**src/rtl/uart_pkg.sv**
```systemverilog
// uart_pkg: parity-mode constants, transmitter state type and parity helper
// shared by the UART transmit slice.
package uart_pkg;

    localparam int PARITY_NONE = 0;
    localparam int PARITY_EVEN = 1;
    localparam int PARITY_ODD  = 2;

    typedef enum logic [2:0] {
        IDLE,
        START,
        DATA,
        PARITY,
        STOP
    } tx_state_e;

    function automatic logic parity_of(input logic [8:0] d, input int mode);
        return (mode == PARITY_ODD) ? ~(^d) : ^d;
    endfunction

endpackage

```
**src/rtl/uart_tx_fifo.sv**
```systemverilog
// uart_tx_fifo: synchronous word buffer with count-based full/empty,
// sitting between the tx handshake and the frame FSM.
module uart_tx_fifo
    import uart_pkg::*;
#(
    parameter int DEPTH = 4,
    parameter int WIDTH = 8
) (
    input  logic             clk,
    input  logic             rst,
    input  logic             wr_en,
    input  logic [WIDTH-1:0] wr_data,
    input  logic             rd_en,
    output logic [WIDTH-1:0] rd_data,
    output logic             full,
    output logic             empty
);

    localparam int AW = $clog2(DEPTH);
    localparam logic [AW:0] CNT_FULL = (AW+1)'(DEPTH);

    logic [WIDTH-1:0] mem [DEPTH];
    logic [AW-1:0]    wr_ptr;
    logic [AW-1:0]    rd_ptr;
    logic [AW:0]      count;
    logic             push;
    logic             pop;

    assign full    = (count == CNT_FULL);
    assign empty   = (count == '0);
    assign push    = wr_en && !full;
    assign pop     = rd_en && !empty;
    assign rd_data = mem[rd_ptr];

    always_ff @(posedge clk) begin
        if (push) begin
            mem[wr_ptr] <= wr_data;
        end
    end

    always_ff @(posedge clk) begin
        if (rst) begin
            wr_ptr <= '0;
            rd_ptr <= '0;
            count  <= '0;
        end else begin
            if (push) begin
                wr_ptr <= wr_ptr + 1'b1;
            end
            if (pop) begin
                rd_ptr <= rd_ptr + 1'b1;
            end
            unique case ({push, pop})
                2'b10:   count <= count + 1'b1;
                2'b01:   count <= count - 1'b1;
                default: count <= count;
            endcase
        end
    end

endmodule

```
**src/rtl/uart_tx_cfg.sv**
```systemverilog
// uart_tx_cfg: configurable UART transmitter (start, data LSB first, parity,
// stop). Define UART_TX_FIFO_EN to place a FIFO_DEPTH-word buffer ahead of the FSM.
module uart_tx_cfg
    import uart_pkg::*;
#(
    parameter int CLKS_PER_BIT = 10,
    parameter int DATA_BITS    = 8,
    parameter int PARITY_MODE  = 1,
    parameter int STOP_BITS    = 1,
    parameter int FIFO_DEPTH   = 4
) (
    input  logic                 clk,
    input  logic                 rst,
    input  logic                 tx_valid,
    input  logic [DATA_BITS-1:0] tx_data,
    output logic                 tx_ready,
    output logic                 txd,
    output logic                 busy,
    output logic                 done
);

    if (CLKS_PER_BIT < 2) begin : g_bad_cpb
        $error("CLKS_PER_BIT must be >= 2");
    end
    if (DATA_BITS < 5 || DATA_BITS > 9) begin : g_bad_db
        $error("DATA_BITS must be 5..9");
    end
    if (PARITY_MODE < 0 || PARITY_MODE > 2) begin : g_bad_pm
        $error("PARITY_MODE must be 0, 1 or 2");
    end
    if (STOP_BITS < 1 || STOP_BITS > 2) begin : g_bad_sb
        $error("STOP_BITS must be 1 or 2");
    end
    if (FIFO_DEPTH < 2 || (FIFO_DEPTH & (FIFO_DEPTH - 1)) != 0) begin : g_bad_fd
        $error("FIFO_DEPTH must be a power of two >= 2");
    end

    localparam int CW = $clog2(CLKS_PER_BIT);
    localparam logic [CW-1:0] CLK_LAST  = CW'(CLKS_PER_BIT - 1);
    localparam logic [3:0]    DATA_LAST = 4'(DATA_BITS - 1);
    localparam logic [3:0]    STOP_LAST = 4'(STOP_BITS - 1);

    tx_state_e            state_q, state_d;
    logic [CW-1:0]        clk_q, clk_d;
    logic [3:0]           idx_q, idx_d;
    logic [DATA_BITS-1:0] sh_q, sh_d;
    logic                 par_q, par_d;
    logic                 done_q, done_d;
    logic                 load;
    logic [DATA_BITS-1:0] load_data;
    logic                 tick;

`ifdef UART_TX_FIFO_EN
    logic fifo_full;
    logic fifo_empty;

    uart_tx_fifo #(
        .DEPTH (FIFO_DEPTH),
        .WIDTH (DATA_BITS)
    ) u_fifo (
        .clk     (clk),
        .rst     (rst),
        .wr_en   (tx_valid && tx_ready),
        .wr_data (tx_data),
        .rd_en   (load),
        .rd_data (load_data),
        .full    (fifo_full),
        .empty   (fifo_empty)
    );

    assign tx_ready = !fifo_full && !rst;
    assign load     = (state_q == IDLE) && !fifo_empty;
`else
    assign tx_ready  = (state_q == IDLE) && !rst;
    assign load      = tx_valid && tx_ready;
    assign load_data = tx_data;
`endif

    assign tick = (clk_q == CLK_LAST);
    assign busy = (state_q != IDLE);
    assign done = done_q;

    always_comb begin
        state_d = state_q;
        clk_d   = clk_q;
        idx_d   = idx_q;
        sh_d    = sh_q;
        par_d   = par_q;
        done_d  = 1'b0;
        unique case (state_q)
            IDLE: begin
                if (load) begin
                    state_d = START;
                    clk_d   = '0;
                    idx_d   = '0;
                    sh_d    = load_data;
                    par_d   = parity_of(9'(load_data), PARITY_MODE);
                end
            end
            START: begin
                clk_d = clk_q + 1'b1;
                if (tick) begin
                    state_d = DATA;
                    clk_d   = '0;
                end
            end
            DATA: begin
                clk_d = clk_q + 1'b1;
                if (tick) begin
                    clk_d = '0;
                    sh_d  = sh_q >> 1;
                    idx_d = idx_q + 4'd1;
                    if (idx_q == DATA_LAST) begin
                        idx_d   = '0;
                        state_d = (PARITY_MODE != PARITY_NONE) ? PARITY : STOP;
                    end
                end
            end
            PARITY: begin
                clk_d = clk_q + 1'b1;
                if (tick) begin
                    state_d = STOP;
                    clk_d   = '0;
                end
            end
            STOP: begin
                clk_d = clk_q + 1'b1;
                if (tick) begin
                    clk_d = '0;
                    idx_d = idx_q + 4'd1;
                    // done lands on the first IDLE cycle, where a reload may also occur
                    if (idx_q == STOP_LAST) begin
                        idx_d   = '0;
                        state_d = IDLE;
                        done_d  = 1'b1;
                    end
                end
            end
            default: state_d = IDLE;
        endcase
    end

    always_comb begin
        txd = 1'b1;
        unique case (state_q)
            START:   txd = 1'b0;
            DATA:    txd = sh_q[0];
            PARITY:  txd = par_q;
            default: txd = 1'b1;
        endcase
    end

    always_ff @(posedge clk) begin
        if (rst) begin
            state_q <= IDLE;
            clk_q   <= '0;
            idx_q   <= '0;
            sh_q    <= '0;
            par_q   <= 1'b0;
            done_q  <= 1'b0;
        end else begin
            state_q <= state_d;
            clk_q   <= clk_d;
            idx_q   <= idx_d;
            sh_q    <= sh_d;
            par_q   <= par_d;
            done_q  <= done_d;
        end
    end

endmodule

```
**config.mk**
```make
export PLATFORM = sky130hd
export DESIGN_NAME = uart_tx_cfg
export DESIGN_NICKNAME = d
export VERILOG_FILES = /design/src/rtl/uart_pkg.sv /design/src/rtl/uart_tx_fifo.sv /design/src/rtl/uart_tx_cfg.sv
export SDC_FILE = /design/constraint.sdc
export NUM_CORES = 1
export LEC_CHECK = 0
export BUFFER_PORTS_ARGS = -buffer_cell sky130_fd_sc_hd__buf_2
export CORE_MARGIN = 2
export CORE_UTILIZATION = 50
export CTS_CLUSTER_SIZE = 28
export DETAILED_ROUTE_END_ITERATION = 8
export HOLD_SLACK_MARGIN = 0.15
export PLACE_DENSITY_LB_ADDON = 0.08
export SETUP_SLACK_MARGIN = 0.3
export SKIP_LAST_GASP = 1
export SLEW_MARGIN = 20
export SYNTH_ARGS = -nofsm -noshare
export SYNTH_HDL_FRONTEND = slang
export SYNTH_SLANG_ARGS = --single-unit
```
**constraint.sdc**
```tcl
create_clock -name clk -period 1.9 [get_ports clk]
set_input_delay 0.38 -clock clk [delete_from_list [all_inputs] [get_ports clk]]
set_output_delay 0.38 -clock clk [all_outputs]
set_load 0.02 [all_outputs]
```
# After elaboration in Yosys (flattened, before gate mapping)
# Index checks and enable logic that the tools add are counted.
[word_totals]
ff_bits = 21
in_bits = 11
out_inout_bits = 4
wordCells = 61
[op_classes]
bitwise_logic = 2
mux = 21
add_sub_neg = 2
n_eq_ne = 13
reduce_logical = 17
[ops]
columns = ["op", "n"]
rows = [
  ["$mux W4", 6],
  ["$mux W3", 7],
  ["$mux W8", 2],
  ["$pmux W8 S2", 1],
  ["$pmux W3 S5", 1],
  ["$ne A2 B2 Y1 const B", 7],
  ["$pmux W4 S3", 1],
  ["$reduce_xor A9 Y1", 1],
  ["$add A4 B1 Y4 const B", 2],
  ["$pmux W4 S2", 1],
  ["$reduce_and A7 Y1", 1],
  ["$eq A3 B2 Y1 const B", 2],
  ["$reduce_bool A3 Y1", 2],
  ["$eq A4 B3 Y1 const B", 1],
  ["$eq A4 B4 Y1 const B", 1],
  ["$logic_not A4 Y1", 1],
  ["$reduce_and A2 Y1", 2],
  ["$reduce_and A4 Y1", 1],
  ["$reduce_bool A2 Y1", 2],
  ["$reduce_or A4 Y1", 1],
  ["$eq A3 B1 Y1 const B", 1],
  ["$eq A3 B3 Y1 const B", 1],
  ["$logic_not A3 Y1", 1],
  ["$pmux W1 S3", 1],
  ["other kinds (6)", 8],
]

# Longest topological paths before layout
[logic_depth]
word_depth = 5
depth_mapped = 6
depth_no_buf = 6

# Least setup slack after synthesis
# OpenSTA, ideal clock, no wires.
[synth_path]
kind = "register to register"
start = "reg state_q[0]"
end = "reg sh_q[4]"
t_arrival_ps = 1466
setup_slack_ps = 349
path_stages_with_launch = 7
n_path_buf = 2
required_ps = 1814
setup_ps = 86
path_cell_list = "dfxtp_1 > buf_6 > nor4_4 > a22o_4 > buf_6 > nor2_1 > a211oi_1"
[synth_between]
elab_chain_len = 5
[synth_lines]
columns = ["item", "line_no", "rtl"]
rows = [
  ["start, declared", "uart_tx_cfg.sv:43", "tx_state_e state_q, state_d;"],
  ["start signal, assigned", "uart_tx_cfg.sv:162", "state_q <= state_d;"],
  ["$logic_not A3 Y1", "uart_tx_cfg.sv:74", "assign tx_ready = (state_q == IDLE) && !rst;"],
  ["$logic_and A1 B1 Y1", "uart_tx_cfg.sv:74", ""],
  ["net tx_ready", "uart_tx_cfg.sv:16", "output logic tx_ready,"],
  ["$logic_and A1 B1 Y1", "uart_tx_cfg.sv:75", "assign load = tx_valid && tx_ready;"],
  ["$ne A2 B2 Y1 (no line)", "--", ""],
  ["$reduce_and A3 Y1 (no line)", "--", ""],
  ["end signal, assigned", "uart_tx_cfg.sv:158", "sh_q <= '0;"],
  ["end signal, assigned", "uart_tx_cfg.sv:165", "sh_q <= sh_d;"],
  ["end, declared", "uart_tx_cfg.sv:46", "logic [DATA_BITS-1:0] sh_q, sh_d;"],
]
# The timed path passes the listed nets, and every way through them passes these cells.
# A chain may end at the register's enable or synchronous reset.

# Worst setup path in the final report
[layout_path]
start = "reg state_q[1]"
end = "out busy"
[layout_between]
elab_chain_len = 1
[layout_lines]
columns = ["item", "line_no", "rtl"]
rows = [
  ["$reduce_bool A3 Y1", "uart_tx_cfg.sv:80", "assign busy = (state_q != IDLE);"],
  ["end, declared", "uart_tx_cfg.sv:18", "output logic busy,"],
]
# No other way between the ends.

==> results.json <==
{
  "final_nets": 169,
  "via_count": 1042,
  "detail-route-antenna-nets": 0,
  "dp_hpwl_um": 1713,
  "grt_pass1_vias": 946,
  "design.die.area_um2": 2862,
  "slew_violations": 0,
  "postPlaceCellArea_um2": 1295,
  "ys_warn_count": 0,
  "cp-end-kind": "output pin",
  "port_buffers": 14,
  "syn_avg_cell_area_um2": 9.007,
  "syn_to_final_growth_pct": 14.81,
  "hold-worst-slack_ns": 0.4379,
  "rows": 17,
  "gr-total-overflow": 0,
  "wl_um": 2413,
  "p_seq_share_pct": 58.3,
  "synth.area.top_cells": "dfxtp_1 (34%), mux2i_1 (6.5%), xnor2_1 (5.7%), a211oi_1 (4.3%), buf_6 (3.7%)",
  "clk_pin_slew_ns": 0.11,
  "ys_seq_elements": 21,
  "power_frac_clock_pct": 25.9,
  "start_kind": "flip-flop",
  "antenna_found_initial": 0,
  "slew_headroom_pct": 74.37,
  "vdd_drop_max_uv": 323.8,
  "synthMuxAreaShare_pct": 6.537,
  "synth_seq_area_share_pct": 34.32,
  "worstSetupPathType": "flip-flop to output pin",
  "layout-drive-gt1-share_pct": 26.45,
  "cts_tree": "yes",
  "rsz0062_at_grt": "yes",
  "maxCapViolations": 0,
  "synth_xor_area_share_pct": 7.865,
  "cts.path.max_buffers": 2,
  "finalSetupViolations": 0,
  "vias_per_cell": 5.694,
  "synth_cell_types": 40,
  "drtIter0Drc": 18,
  "post_drt_wl_per_cell_um": 13.19,
  "timing_hold_violations_final": 0,
  "arrival_ns": 1.21,
  "cts_buffers": 3,
  "clock_sinks": 21,
  "power.leakage_nw": 0.5542,
  "swShare_pct": 25.93,
  "finalInstanceArea_um2": 1406,
  "synthArstFlopShare_pct": 0,
  "clock.fmax_mhz": 627.2,
  "finalCritPeriodShare_pct": 83.92,
  "clkLatencyLatePin_ns": 0.29,
  "synth_adder_area_share_pct": 2.043,
  "timing.final.ws_setup_ns": 0.3055,
  "grt_max_degree": 22,
  "pre_cts_ws_ns": 0.2064,
  "synth_edf_count": 0,
  "synth_top_area_share_pct": 34.32,
  "root_buffer": "clkbuf_4",
  "clock_skew_ns": 0.001775,
  "drc_errors": 0,
  "synth_compound_area_share_pct": 18.69,
  "yosys.area.top_type": "dfxtp_1",
  "ys.flop_type": "dfxtp_1",
  "synth_nets": 149,
  "track_usage_pct": 18.87,
  "power.density_nw_per_um2": 579.1,
  "first_pass_iters": 4,
  "crit_required_ns": 1.52,
  "tightest_slew_ns": 0.3845,
  "min_period_ns": 1.595,
  "status": "finished, final reports clean",
  "pin_count": 15,
  "synth-simple-area-share_pct": 23.70,
  "hold_class": "input port to flip-flop",
  "cp_max_fo": 7,
  "grt_pass1_wl_um": 4022,
  "initial_utilization_pct": 54.33,
  "antennaDiodeCount": 0,
  "cellInternalPower_mw": 0.6032,
  "core_area_um2": 2255,
  "totalPowerFinal_mw": 0.8144,
  "gp_congestion": 0.9275,
  "die_x_um": 53.50,
  "fin_setup_tns_ns": 0,
  "num-fill-cells": 207,
  "syn_area_um2": 1225,
  "power_frac_comb_pct": 15.9,
  "power.switching_mw": 0.2112,
  "die_y_um": 53.50,
  "cts_max_level": 1,
  "synthCells": 136,
  "synth_top_family_by_area": "simple AND/OR/NAND/NOR gates"
}
## layout make-up
type                       instances  area, µm²  area share, %
clock buffer                       4      26.28          1.868
inverter                           5      18.77          1.335
multi-input combinational        102      749.5          53.29
sequential                        21      432.9          30.78
tap                               28      35.03          2.491
timing repair buffer              23      143.9          10.23
## metal layers
metal  wire length (µm)  part of all wire, %  global-route usage [%]
met1               1210                   50                   25.69
met2               1091                   45                   29.63
met3                 98                  4.1                   2.542
met4                 12                 0.50                   7.692
met5                  0                    0                       0
## critical path, cell delays in order (launching register included)
cell	delay (ns)
dfxtp_4	0.39
or3_4	0.39
buf_6	0.14
## path summary, 6_finish.rpt
check / from / slack [ns] / cells after the start / end
max: state_q[1]$_SDFFE_PP0P_ / 0.31 / 2 / busy
min: tx_data[2] / 0.44 / 3 / sh_q[2]$_SDFFE_PP0P_
max reg2reg: state_q[2]$_SDFFE_PP0P_ / 0.37 / 5 / idx_q[2]$_SDFFE_PP0P_
min reg2reg: idx_q[0]$_SDFFE_PP0P_ / 0.50 / 2 / idx_q[0]$_SDFFE_PP0P_
## Yosys cell counts, types with 2 or more instances
cell type	count
clkbuf_1	2
nand2b_1	2
o211ai_1	2
or3b_1	2
and2_1	2
nand3_1	6
dfxtp_1	21
a21oi_1	8
nand2_1	6
mux2i_1	8
a211oi_1	7
nor3_1	4
o21ai_0	5
nor3b_1	3
ha_1	2
xnor2_1	8
nand3b_1	3
buf_6	4
nand4_1	3
nor2_1	11
inv_1	5
a21boi_0	2
xor2_1	3
## flip-flops by register name (all words and copies together), names as in the netlist
| signal | flops |
|---|---|
| clk_q | 4 |
| done | 1 |
| sh_q | 8 |
| idx_q | 4 |
| state_q | 3 |
| par_q | 1 |
## per-stage QoR
stage / utilization [%] / cells
3_5_place_dp: 57.44 / 174
3_3_place_gp: 57.44 / 174
6_report: 62.38 / 183
4_1_cts: 61.27 / 183
5_1_grt: 62.38 / 183
2_1_floorplan: - / 136
## power groups by stage
stage | logic, mW | registers, mW | clock network, mW
floorplan | 0.0944 | 0.478 | 0
global placement | 0.118 | 0.485 | 0
global route | 0.142 | 0.478 | 0.240
detailed placement | 0.119 | 0.487 | 0
CTS | 0.128 | 0.474 | 0.221
finish | 0.129 | 0.474 | 0.211
## cell usage in the layout, fill, tap and decap left out, types with 4 or more instances in the layout
| cell | synthesis | final |
|---|---|---|
| a21oi_1 | 8 | 8 |
| inv_1 | 5 | 4 |
| a211oi_1 | 7 | 7 |
| nand2_1 | 6 | 6 |
| dfxtp_1 | 21 | 17 |
| o21ai_0 | 5 | 4 |
| nand3_1 | 6 | 6 |
| buf_4 | 1 | 9 |
| mux2i_1 | 8 | 8 |
| buf_2 | 1 | 13 |
| nor3_1 | 4 | 4 |
| nor2_1 | 11 | 11 |
| xnor2_1 | 8 | 8 |
## cells by family after synthesis
| kind of cell | Yosys count |
|---|---|
| buffers and inverters | 13 |
| AND/OR/NAND/NOR | 49 |
| XOR/XNOR | 11 |
| flip-flops | 21 |
| multiplexers | 8 |
| adder cells (fa/ha/maj) | 2 |
| AO/OA/AOI/OAI | 32 |
## what timing repair did
item	CTS	global route
gates resized for setup	9	8
buffers inserted	5	0
gates cloned	0	0
hold buffers	0	0
pin swaps	2	1
setup endpoints to repair	13	16
endpoints found under the hold margin	0	0
Note: power is estimated with default switching activity, not from simulation.
